### src/rtl/conv_pkg.sv
// Shared types and constants for the 3x3 convolution frame sequencer.
// Op codes match the convolutor3x3 engine encoding.
package conv_pkg;

  typedef enum logic [2:0] {
    IDLE,
    PRIME,
    FEED,
    CLR,
    DONE
  } state_e;

  localparam logic [1:0] OP_CONV = 2'd0;
  localparam logic [1:0] OP_POOL = 2'd1;

  localparam int MAX_W = 128;
  localparam int MAX_H = 128;
  localparam int PIX_W = 8;
  localparam int ACC_W = 32;

endpackage

### src/rtl/conv_raster_counter.sv
// Raster position counter: linear pixel count plus a column counter
// that wraps at the row width, so no divider is needed for cnt mod W.
module conv_raster_counter #(
  parameter int CW = 15
) (
  input  logic          clk,
  input  logic          rst_n,
  input  logic          clear,
  input  logic          en,
  input  logic [7:0]    width,
  input  logic [CW-1:0] last_cnt,
  output logic [CW-1:0] cnt,
  output logic [7:0]    col,
  output logic          col_first,
  output logic          col_second,
  output logic          at_last
);

  always_ff @(posedge clk or negedge rst_n) begin
    if (!rst_n) begin
      cnt <= '0;
      col <= '0;
    end else if (clear) begin
      cnt <= '0;
      col <= '0;
    end else if (en) begin
      cnt <= cnt + CW'(1);
      col <= (col == width - 8'd1) ? 8'd0 : col + 8'd1;
    end
  end

  assign col_first  = col == 8'd0;
  assign col_second = col == 8'd1;
  assign at_last    = cnt == last_cnt;

endmodule

### src/rtl/conv3x3_sequencer.sv
// Frame controller for one convolutor3x3 engine: streams the image plus
// W+2 flush pixels, writes N results in order, then resets the engine.
module conv3x3_sequencer #(
  parameter int MAX_W  = conv_pkg::MAX_W,
  parameter int MAX_H  = conv_pkg::MAX_H,
  parameter int PIX_W  = conv_pkg::PIX_W,
  parameter int ACC_W  = conv_pkg::ACC_W,
  parameter int ADDR_W = 14
) (
  input  logic              clk,
  input  logic              rst_n,
  input  logic              start,
  input  logic              abort,
  input  logic [7:0]        cfg_width,
  input  logic [7:0]        cfg_height,
  input  logic [1:0]        cfg_op,
  input  logic              cfg_relu,
  output logic              busy,
  output logic              done,
  output logic              err,
  output logic              rd_en,
  output logic [ADDR_W-1:0] rd_addr,
  input  logic [PIX_W-1:0]  rd_data,
  output logic [PIX_W-1:0]  conv_pixel_in,
  output logic              conv_paddingl,
  output logic              conv_paddingr,
  output logic [1:0]        conv_op,
  output logic [7:0]        conv_width,
  output logic              conv_relu,
  output logic              conv_rst_n,
  input  logic [ACC_W-1:0]  conv_pixel_out,
  output logic              wr_en,
  output logic [ADDR_W-1:0] wr_addr,
  output logic [ACC_W-1:0]  wr_data
);
  import conv_pkg::*;

  localparam int CW = ADDR_W + 1;

  state_e state, state_n;

  logic [7:0]    w_q, h_q;
  logic [1:0]    op_q;
  logic          relu_q;
  logic          abort_q;
  logic          clr_q;
  logic [CW-1:0] cnt, n_pix, last_cnt, nxt;
  logic [7:0]    col;
  logic          col_first, col_second, at_last;
  logic          cfg_ok, req, feed, rd_ok, wr_go;

  assign cfg_ok = cfg_width >= 8'd2
               && int'(cfg_width) <= MAX_W
               && cfg_height != 8'd0
               && int'(cfg_height) <= MAX_H;
  assign req      = start & ~abort;
  assign n_pix    = CW'(w_q) * CW'(h_q);
  assign last_cnt = n_pix + CW'(w_q) + CW'(1);
  assign nxt      = cnt + CW'(1);
  assign feed     = state == FEED;
  assign rd_ok    = feed && nxt < n_pix;
  // Engine output lags its input by W+2 pixels.
  assign wr_go    = feed && !abort
                 && cnt >= CW'(w_q) + CW'(2);

  conv_raster_counter #(.CW(CW)) u_cnt (
    .clk        (clk),
    .rst_n      (rst_n),
    .clear      (state == PRIME),
    .en         (feed),
    .width      (w_q),
    .last_cnt   (last_cnt),
    .cnt        (cnt),
    .col        (col),
    .col_first  (col_first),
    .col_second (col_second),
    .at_last    (at_last)
  );

  always_ff @(posedge clk or negedge rst_n) begin
    if (!rst_n) state <= IDLE;
    else        state <= state_n;
  end

  always_comb begin
    state_n       = state;
    rd_en         = 1'b0;
    rd_addr       = '0;
    conv_pixel_in = '0;
    conv_paddingl = 1'b0;
    conv_paddingr = 1'b0;
    unique case (state)
      IDLE:  if (req && cfg_ok) state_n = PRIME;
      PRIME: state_n = abort ? CLR : FEED;
      FEED:  if (abort || at_last) state_n = CLR;
      CLR:   state_n = abort_q ? IDLE : DONE;
      DONE:  state_n = IDLE;
      default: state_n = IDLE;
    endcase
    if (state == PRIME) rd_en = 1'b1;
    if (rd_ok) begin
      rd_en   = 1'b1;
      rd_addr = ADDR_W'(nxt);
    end
    if (feed) begin
      conv_paddingl = col_first;
      conv_paddingr = col_second;
      if (cnt < n_pix) conv_pixel_in = rd_data;
    end
  end

  always_ff @(posedge clk or negedge rst_n) begin
    if (!rst_n) begin
      busy    <= 1'b0;
      done    <= 1'b0;
      err     <= 1'b0;
      clr_q   <= 1'b0;
      abort_q <= 1'b0;
      wr_en   <= 1'b0;
      wr_addr <= '0;
      wr_data <= '0;
      w_q     <= '0;
      h_q     <= '0;
      op_q    <= '0;
      relu_q  <= 1'b0;
    end else begin
      if (state == IDLE && req && cfg_ok) begin
        w_q    <= cfg_width;
        h_q    <= cfg_height;
        op_q   <= cfg_op;
        relu_q <= cfg_relu;
      end
      err   <= state == IDLE && req && !cfg_ok;
      busy  <= state_n inside {PRIME, FEED, CLR};
      done  <= state_n == DONE;
      clr_q <= state_n == CLR;
      if (state_n == CLR) abort_q <= abort;
      wr_en <= wr_go;
      if (wr_go) begin
        wr_addr <= ADDR_W'(cnt - CW'(w_q) - CW'(2));
        wr_data <= conv_pixel_out;
      end
    end
  end

  assign conv_op    = op_q;
  assign conv_width = w_q;
  assign conv_relu  = relu_q;
  assign conv_rst_n = rst_n & ~clr_q;

endmodule

### config.mk
export PLATFORM = sky130hd
export DESIGN_NAME = conv3x3_sequencer
export DESIGN_NICKNAME = d
export VERILOG_FILES = /design/src/rtl/conv_pkg.sv /design/src/rtl/conv_raster_counter.sv /design/src/rtl/conv3x3_sequencer.sv
export SDC_FILE = /design/constraint.sdc
export NUM_CORES = 1
export LEC_CHECK = 0
export CAP_MARGIN = 20
export CELL_PAD_IN_SITES_DETAIL_PLACEMENT = 1
export CELL_PAD_IN_SITES_GLOBAL_PLACEMENT = 2
export CORE_MARGIN = 5
export CORE_UTILIZATION = 30
export DETAILED_ROUTE_END_ITERATION = 6
export PLACE_DENSITY_LB_ADDON = 0.3
export SKIP_LAST_GASP = 1
export SYNTH_ARGS = -nofsm -noshare
export SYNTH_HDL_FRONTEND = slang
export SYNTH_SLANG_ARGS = --single-unit
### constraint.sdc
create_clock -name clk -period 7.6 [get_ports clk]
set_input_delay 0.76 -clock clk [delete_from_list [all_inputs] [get_ports clk]]
set_output_delay 0.76 -clock clk [all_outputs]
set_load 0.02 [all_outputs]
# Word-level counts from Yosys, hierarchy flattened
# Index checks and enable logic that the tools add are counted.
[totals]
register_bits = 97
latchBits = 0
ram_bits = 0
mem_bits_ro = 0
in_bits = 63
output_inout_bits = 87
elab_cells = 79
mem_count = 0
[op_classes]
addsub = 8
multipliers = 1
div = 0
order_cmp = 6
eq_ne = 10
n_shift = 0
mux = 17
bitwise = 4
n_reduce_logical = 18
[ops]
columns = ["operator", "count"]
rows = [
  ["two-way mux 8 bit", 5],
  ["adder 15 x 1 -> 15 bit, second input constant", 2],
  ["less-than comparator 15 bit", 2],
  ["two-way mux 15 bit", 2],
  ["<= comparator 8 bit, second input constant", 2],
  ["adder 15 x 8 -> 15 bit", 1],
  ["equality test 15 bit", 1],
  ["greater-or-equal comparator 15 x 9 -> 1 bit", 1],
  ["multiplier 8 x 8 -> 15 bit", 1],
  ["two-way mux 14 bit", 1],
  ["subtractor 14 x 2 -> 14 bit, second input constant", 1],
  ["subtractor 14 x 8 -> 14 bit", 1],
  ["equality test 3 x 2 -> 1 bit, second input constant", 4],
  ["one-hot mux 3 bit (4 select lines)", 1],
  ["logical AND 1 bit", 10],
  ["adder 8 x 2 -> 9 bit, second input constant", 1],
  ["two-way mux 3 bit", 3],
  ["adder 8 x 1 -> 8 bit, second input constant", 1],
  ["equality test 8 x 1 -> 1 bit, second input constant", 1],
  ["equality test 8 bit", 1],
  ["greater-or-equal comparator 8 x 2 -> 1 bit, second input constant", 1],
  ["logical NOT 8 bit", 1],
  ["nonzero test 8 bit", 1],
  ["subtractor 8 x 1 -> 8 bit, second input constant", 1],
  ["10 further kinds", 18],
]

# Logic depth before layout (Yosys ltp)
# Gate-level depths: netlist (run 1).
[logic_depth]
depth_word = 9
mapped_depth = 24
mapped_depth_nobuf = 22

# By module
# A second synthesis (run 1) with hierarchy kept.
[unflattened]
hier_cells = 952
hier_area_um2 = 9082.5
[modules_own_cells]
columns = ["mod", "n_inst", "cells_each", "area_each_um2", "seq_area_each_um2"]
rows = [
  ["conv3x3_sequencer", 1, 768, 7433.4, 1851.8],
  ["conv_raster_counter", 1, 184, 1649.1, 575.6],
]

# Worst setup path after synthesis (run 1)
# No wires, ideal clock.
[synth_path]
path_type = "register -> output"
from = "register w_q[3], in the netlist conv_width[3]"
to = "output rd_addr[10]"
arrival_ns = 6.437
required_time_ns = 6.840
setup_slack_ns = 0.403
stages_incl_launch_ff = 21
path_buffers = 3
cell_sequence = "dfrtp_1 clkbuf_1 buf_1 nand2_1 fa_1 fa_1 fa_1 fa_1 inv_1 ha_1 a21o_2 o311a_1 or4b_4 nand3_1 inv_1 ha_1 a21o_1 a211oi_1 o211ai_1 clkbuf_1 a21boi_0"
[synth_via]
elab_chain_cells = 4
[synth_rtl]
columns = ["element", "line_no", "rtl"]
rows = [
  ["from (decl)", "conv3x3_sequencer.sv:42", "logic [7:0] w_q, h_q;"],
  ["from (signal assigned)", "conv3x3_sequencer.sv:128", "w_q <= cfg_width;"],
  ["multiplier 8 x 8 -> 15 bit", "conv3x3_sequencer.sv:57", "assign n_pix = CW'(w_q) * CW'(h_q);"],
  ["less-than comparator 15 bit", "conv3x3_sequencer.sv:61", "assign rd_ok = feed && nxt < n_pix;"],
  ["logical AND 1 bit", "conv3x3_sequencer.sv:61", ""],
  ["two-way mux 14 bit", "conv3x3_sequencer.sv:101", "if (rd_ok) begin"],
  ["to (decl)", "conv3x3_sequencer.sv:22", "output logic [ADDR_W-1:0] rd_addr,"],
]
# No other way between the ends.

# Worst setup path in the final report (run 1)
[layout_path]
from = "register w_q[1], in the netlist conv_width[1]"
to = "output conv_pixel_in[6]"
[layout_via]
elab_chain_cells = 4
[layout_rtl]
columns = ["element", "line_no", "rtl"]
rows = [
  ["multiplier 8 x 8 -> 15 bit", "conv3x3_sequencer.sv:57", ""],
  ["less-than comparator 15 bit", "conv3x3_sequencer.sv:108", "if (cnt < n_pix) conv_pixel_in = rd_data;"],
  ["two-way mux 8 bit", "conv3x3_sequencer.sv:108", ""],
  ["two-way mux 8 bit", "conv3x3_sequencer.sv:105", "if (feed) begin"],
  ["to (decl)", "conv3x3_sequencer.sv:24", "output logic [PIX_W-1:0] conv_pixel_in,"],
]
# No other way between the ends.

==> results of run 1 <==
## flip-flops by register name (all words and copies together), names as in the netlist
name,count
conv_relu,1
conv_op,2
conv_width,8
busy,1
wr_data,32
u_cnt.col,8
state,3
abort_q,1
err,1
wr_en,1
wr_addr,14
h_q,8
clr_q,1
u_cnt.cnt,15
done,1
## layout make-up
cell class | count | area [µm²] | share of cell area (%)
timing repair buffer | 171 | 1692 | 15.29
sequential | 97 | 2434 | 22.00
inverter | 116 | 435.4 | 3.936
tap | 384 | 480.5 | 4.343
multi-input combinational | 683 | 5728 | 51.78
clock inverter | 6 | 68.82 | 0.6220
clock buffer | 9 | 225.2 | 2.036
## per-layer routing
metal	part of all wire (%)	vias up	routed length, µm	track usage, %
met1	45	3514	11570	19.67
li1	-	3454	-	-
met5	0	-	0	0
met4	0.89	0	229	2.762
met2	50	103	12780	28.41
met3	4.7	15	1220	3.821
## cells by family after synthesis
kind of cell    Yosys count  share of synthesized area [%]
buf+inv                 159                          7.465
flops                    97                          27.58
compound gates          164                          12.30
mux                      64                          8.119
simple gates            242                          13.99
fa+ha+maj               137                          22.64
xor+xnor                 76                          7.906
## worst paths after layout
| path | endpoint | slack [ns] | startpoint |
|---|---|---|---|
| max reg2reg | abort_q$_DFFE_PN0P_ | 1.84 | conv_width[1]$_DFFE_PN0P_ |
| max in group asynchronous | wr_data[31]$_DFFE_PN0P_ | 6.02 | rst_n |
| min reg2reg | state[2]$_DFF_PN0_ | 0.51 | abort_q$_DFFE_PN0P_ |
| min in group clk | state[2]$_DFF_PN0_ | 0.51 | abort_q$_DFFE_PN0P_ |
| min | wr_data[28]$_DFFE_PN0P_ | 0.42 | rst_n |
| max | conv_pixel_in[6] | 0.38 | conv_width[1]$_DFFE_PN0P_ |
## per-stage QoR
stage	instance area (µm²)	utilization [%]	std cells
6_report	11060	38.34	1466
5_1_grt	11060	38.34	1466
4_1_cts	10990	38.08	1463
3_5_place_dp	10690	37.06	1448
3_3_place_gp	10690	37.06	1448
2_1_floorplan	8800	-	939
## cells in the mapped netlist (all sizes together) (5+ instances only)
| master | number | area (µm²) |
|---|---|---|
| nor4 | 5 | 46.29 |
| nor3 | 16 | 80.08 |
| nand3 | 22 | 110.1 |
| and3 | 13 | 82.58 |
| fa | 37 | 740.7 |
| clkbuf | 34 | 167.7 |
| mux2 | 59 | 664.4 |
| a21boi | 16 | 127.6 |
| nand4 | 6 | 37.54 |
| mux2i | 5 | 50.05 |
| xnor2 | 48 | 420.4 |
| dfrtp | 97 | 2427 |
| nand2 | 92 | 345.3 |
| xor2 | 26 | 227.7 |
| o21ai | 49 | 245.2 |
| a211oi | 12 | 90.09 |
| a21o | 22 | 168.9 |
| a21oi | 34 | 173.9 |
| and2 | 31 | 193.9 |
| nor2b | 7 | 46.30 |
| buf | 9 | 53.80 |
| nand2b | 10 | 62.56 |
| ha | 100 | 1251 |
| nor2 | 22 | 82.58 |
| inv | 116 | 435.4 |
## what timing repair did
item                                    CTS  global route
hold buffers                              0             0
setup buffers                             0             3
gates resized for setup                   0            22
endpoints found under the setup margin    0            23
==> results.cfg, run 1 <==
[layout]
antenna_cells = 0
fin_nets = 1278
final_common_cell = clkdlybuf4s50_1
final_cell_mix = 133 x clkdlybuf4s50_1, 116 x inv_1, 100 x ha_1, 92 x nand2_1, 92 x dfrtp_1
fillers = 3316
area_delta_synth_final_pct = 25.72
drive_gt1_share_pct = 11.28

[critical_path]
worstSetupStartpointType = flip-flop
cp_data_required_time_ns = 6.84
critPathArrivalTime_ns = 6.46
end_kind = output port
crit_family = adder cells
worstPathMaxFanout = 8
crit_type = reg -> out
critPathBufInv = 3
crit_path_cell_trace = nand2_1 -> fa_1 -> fa_1 -> fa_1 -> fa_1 -> inv_1 -> ha_1 -> a21o_2 -> o311a_1 -> or4b_4 -> nand3_1 -> inv_1 -> ha_1 -> a21o_1 -> a211o_1 -> a211oi_1 -> clkdlybuf4s50_1
slowest_stage = clkdlybuf4s50_1
rr_worst_depth = 22
cp.depth = 17
cpMostUsedCell = fa_1
cpPeakStageDelay_ns = 0.65

[sta]
worst_pin_slew_ns = 0.7065
setup_ws_ns = 0.3796
finalHoldViolCount = 0
fmax_ghz = 0.1385
finalCritPeriodShare_pct = 95.01
min_period_ns = 7.220
rsz0062_at_grt = false
holdWs_ns = 0.4196
maxSlewHeadroom_pct = 52.90
setup_tns_ns = 0
finalClockSkew_ns = 0.01112
setup_viol = 0
finalMaxSlewViolations = 0

[drt]
wl_per_cell_um = 17.60
viasPerCell = 4.834
first_pass_iters = 4
num_vias = 7086
drcViolationCount = 0
drt_iter0_drc = 204
drt-total-wl_um = 25800
ant_nets = 0

[clock_tree]
cts_root_buf = clkbuf_16
clock_latency_ns = 0.36
cts_made_buffers = 9
h-tree-depth = 3
clock_path_buffers = 2
clk_pin_slew_ns = 0.07
clock-sinks = 97
cts_tree = done

[synth]
yosys_most_used_dff = dfrtp_1
yosys_warnings = 0
syn_area_per_cell_um2 = 9.371
async_reset_ff_share_pct = 100.0
yosysSeqAreaShare_pct = 27.58
ys_ff_latch = 97
synth_edf_count = 0
netlist_area_um2 = 8800
synth.distinct_cells = 63
syn_inst = 939
syn-num-nets = 1139

[floorplanning]
initial_core_util_pct = 30.49
dieArea_um2 = 32860
io_pins = 150
rows = 62
core_area_um2 = 28860
die_h_um = 181.3
die_w_um = 181.3

[place]
dpl.hpwl_um = 20460
post-place-ws_ns = 0.4361
io_buffers = 149
gp_congestion = 0.8107

[global_route]
antenna_found_initial = 0
grt_first_pass_wirelength_um = 42550
grt-ovfl-total = 0
grt.total_usage_pct = 15.87
grt_pass1_vias = 7888
grt_max_degree = 52

[run_status]
status = completed

[min_path]
hold_class = in -> async

[run]
drv_cap = 0
Power of run 1 is left out: the tool's default activity adds up to more than one toggle a clock period on the data nets, which glitch-free logic cannot reach.
==> run 2, diff against run 1 <==
--- a/config.mk
+++ b/config.mk
@@ -5,6 +5,7 @@
 export SDC_FILE = /design/constraint.sdc
 export NUM_CORES = 1
 export LEC_CHECK = 0
+export ABC_CLOCK_PERIOD_IN_PS = 7600
 export CAP_MARGIN = 20
 export CELL_PAD_IN_SITES_DETAIL_PLACEMENT = 1
 export CELL_PAD_IN_SITES_GLOBAL_PLACEMENT = 2
==> results of run 2 <==
Final layout, timing and power as in run 1 (identical DEF).
Power of run 2 is left out for the same reason.
==> run 3, diff against run 2 <==
--- a/config.mk
+++ b/config.mk
@@ -9,10 +9,10 @@
 export CAP_MARGIN = 20
 export CELL_PAD_IN_SITES_DETAIL_PLACEMENT = 1
 export CELL_PAD_IN_SITES_GLOBAL_PLACEMENT = 2
-export CORE_MARGIN = 5
 export CORE_UTILIZATION = 30
 export DETAILED_ROUTE_END_ITERATION = 6
 export PLACE_DENSITY_LB_ADDON = 0.3
+export SETUP_SLACK_MARGIN = 0.1
 export SKIP_LAST_GASP = 1
 export SYNTH_ARGS = -nofsm -noshare
 export SYNTH_HDL_FRONTEND = slang
==> run 3 against run 2 <==
Compared with the run above: clock skew decreased by 0.0023 ns; die area decreased by 8.6%; critical path type unchanged; critical endpoint is now rd_addr[6]; worst hold slack got worse by 0.070 ns.
==> results.cfg, run 3 (synthesized netlist as in run 1, its figures left out) <==
[place]
gp_congestion = 0.7709
io_buffers = 149
dpl.cell_count = 1445
dpl.hpwl_um = 19950
detailed_place.area_um2 = 10670

[critical_path]
crit_family = adder cells
crit_type = reg -> out
rr_worst_depth = 22
cpPeakStageDelay_ns = 0.55
cp_data_required_time_ns = 6.84
critPathArrivalTime_ns = 6.40
slowest_stage = fa_1
critPathBufInv = 4
worstSetupStartpointType = flip-flop
crit_path_cell_trace = nand2_1 -> fa_1 -> fa_1 -> fa_1 -> fa_1 -> inv_1 -> ha_1 -> a21o_2 -> o311a_1 -> or4b_4 -> nand3_1 -> inv_1 -> ha_1 -> a21o_1 -> a211oi_2 -> nand2_2 -> buf_4 -> a21boi_0 -> clkbuf_2
cpMostUsedCell = fa_1
end_kind = output port
worstPathMaxFanout = 10
cp.depth = 19

[layout]
final_area_um2 = 10980
area_delta_synth_final_pct = 24.78
fin_util_pct = 38.15
top_register = wr_data
top_regs = wr_data x32, u_cnt.cnt x15, wr_addr x14
fin_nets = 1275
layoutNonFillerInstCount = 1464
final_common_cell = clkdlybuf4s50_1
drive_gt1_share_pct = 12.87
final_cell_mix = 125 x clkdlybuf4s50_1, 116 x inv_1, 100 x ha_1, 91 x nand2_1, 89 x dfrtp_1
antenna_cells = 0
fillers = 3277
largest_reg_flops = 32

[floorplanning]
io_pins = 150
dieArea_um2 = 30020
initial_core_util_pct = 30.58
rows = 62
die_h_um = 173.3
core_area_um2 = 28780
die_w_um = 173.3

[global_route]
grt_first_pass_wirelength_um = 42530
grt_pass1_vias = 7833
antenna_found_initial = 0
grt.total_usage_pct = 17.75
grt-ovfl-total = 0
grt_max_degree = 63

[clock_tree]
cts_tree = done
postCtsHoldBufs = 0
cts_made_buffers = 9
clock_path_buffers = 2
h-tree-depth = 3
clock_latency_ns = 0.36
cts_root_buf = clkbuf_16
clock-sinks = 97
clk_pin_slew_ns = 0.08

[min_path]
hold_class = in -> async

[drt]
first_pass_iters = 4
drt-total-wl_um = 25580
drt_iter0_drc = 205
ant_nets = 0
viasPerCell = 4.861
drcViolationCount = 0
num_vias = 7117
wl_per_cell_um = 17.47

[sta]
finalCritPeriodShare_pct = 94.24
finalMaxSlewViolations = 0
worst_pin_slew_ns = 0.8554
min_period_ns = 7.162
fmax_ghz = 0.1396
setup_viol = 0
finalClockSkew_ns = 0.008799
maxSlewHeadroom_pct = 42.97
rsz0062_at_grt = true
finalHoldViolCount = 0

[run]
drv_cap = 0

[run_status]
status = completed
-- run 3: through the flow --
| stage | setup TNS [ns] | worst slack [ns] | hold slack, ns |
|---|---|---|---|
| after floorplan | 0 | 0.4033 | 0.4541 |
| after detailed placement | 0 | 0.1019 | 0.4909 |
| after global routing | 0 | 0.08726 | 0.3948 |
| after global placement | 0 | 0.2276 | 0.4888 |
| final | 0 | 0.4379 | 0.3494 |
| after CTS | -0.07044 | -0.07044 | 0.3665 |
-- run 3: area by class of cell --
class                   count  area (µm²)  area share (%)
clock buffers               9       225.2           2.051
clock inverters             7       63.81          0.5811
multi-input cells         683        5746           52.32
repair buffers            168        1593           14.51
well taps                 384       480.5           4.376
inverters                 116       435.4           3.965
flip-flops and latches     97        2437           22.20
-- run 3: metal layers --
metal  share of wire [%]  GRT usage (%)  vias up
li1                    -              -     3432
met1                  46          22.63     3570
met3                 3.9          3.333       17
met4                0.92          3.134        0
met2                  49          31.34       98
met5                   0              0        -
-- run 3: repair_timing --
| action | 4_1_cts | 5_1_grt |
|---|---|---|
| buffers inserted | 0 | 3 |
| pin swaps | 0 | 1 |
| resized for setup | 23 | 51 |
| endpoints found under the setup margin | 15 | 23 |
-- run 3: worst paths after layout --
path	to	slack, ns	start
max	rd_addr[6]	0.44	conv_width[3]$_DFFE_PN0P_
min	wr_data[30]$_DFFE_PN0P_	0.35	rst_n
max reg2reg	abort_q$_DFFE_PN0P_	1.72	conv_width[2]$_DFFE_PN0P_
min reg2reg	done$_DFF_PN0_	0.50	abort_q$_DFFE_PN0P_
max in group asynchronous	h_q[3]$_DFFE_PN0P_	5.97	rst_n
min in group clk	done$_DFF_PN0_	0.50	abort_q$_DFFE_PN0P_
Power of run 3 is left out for the same reason.
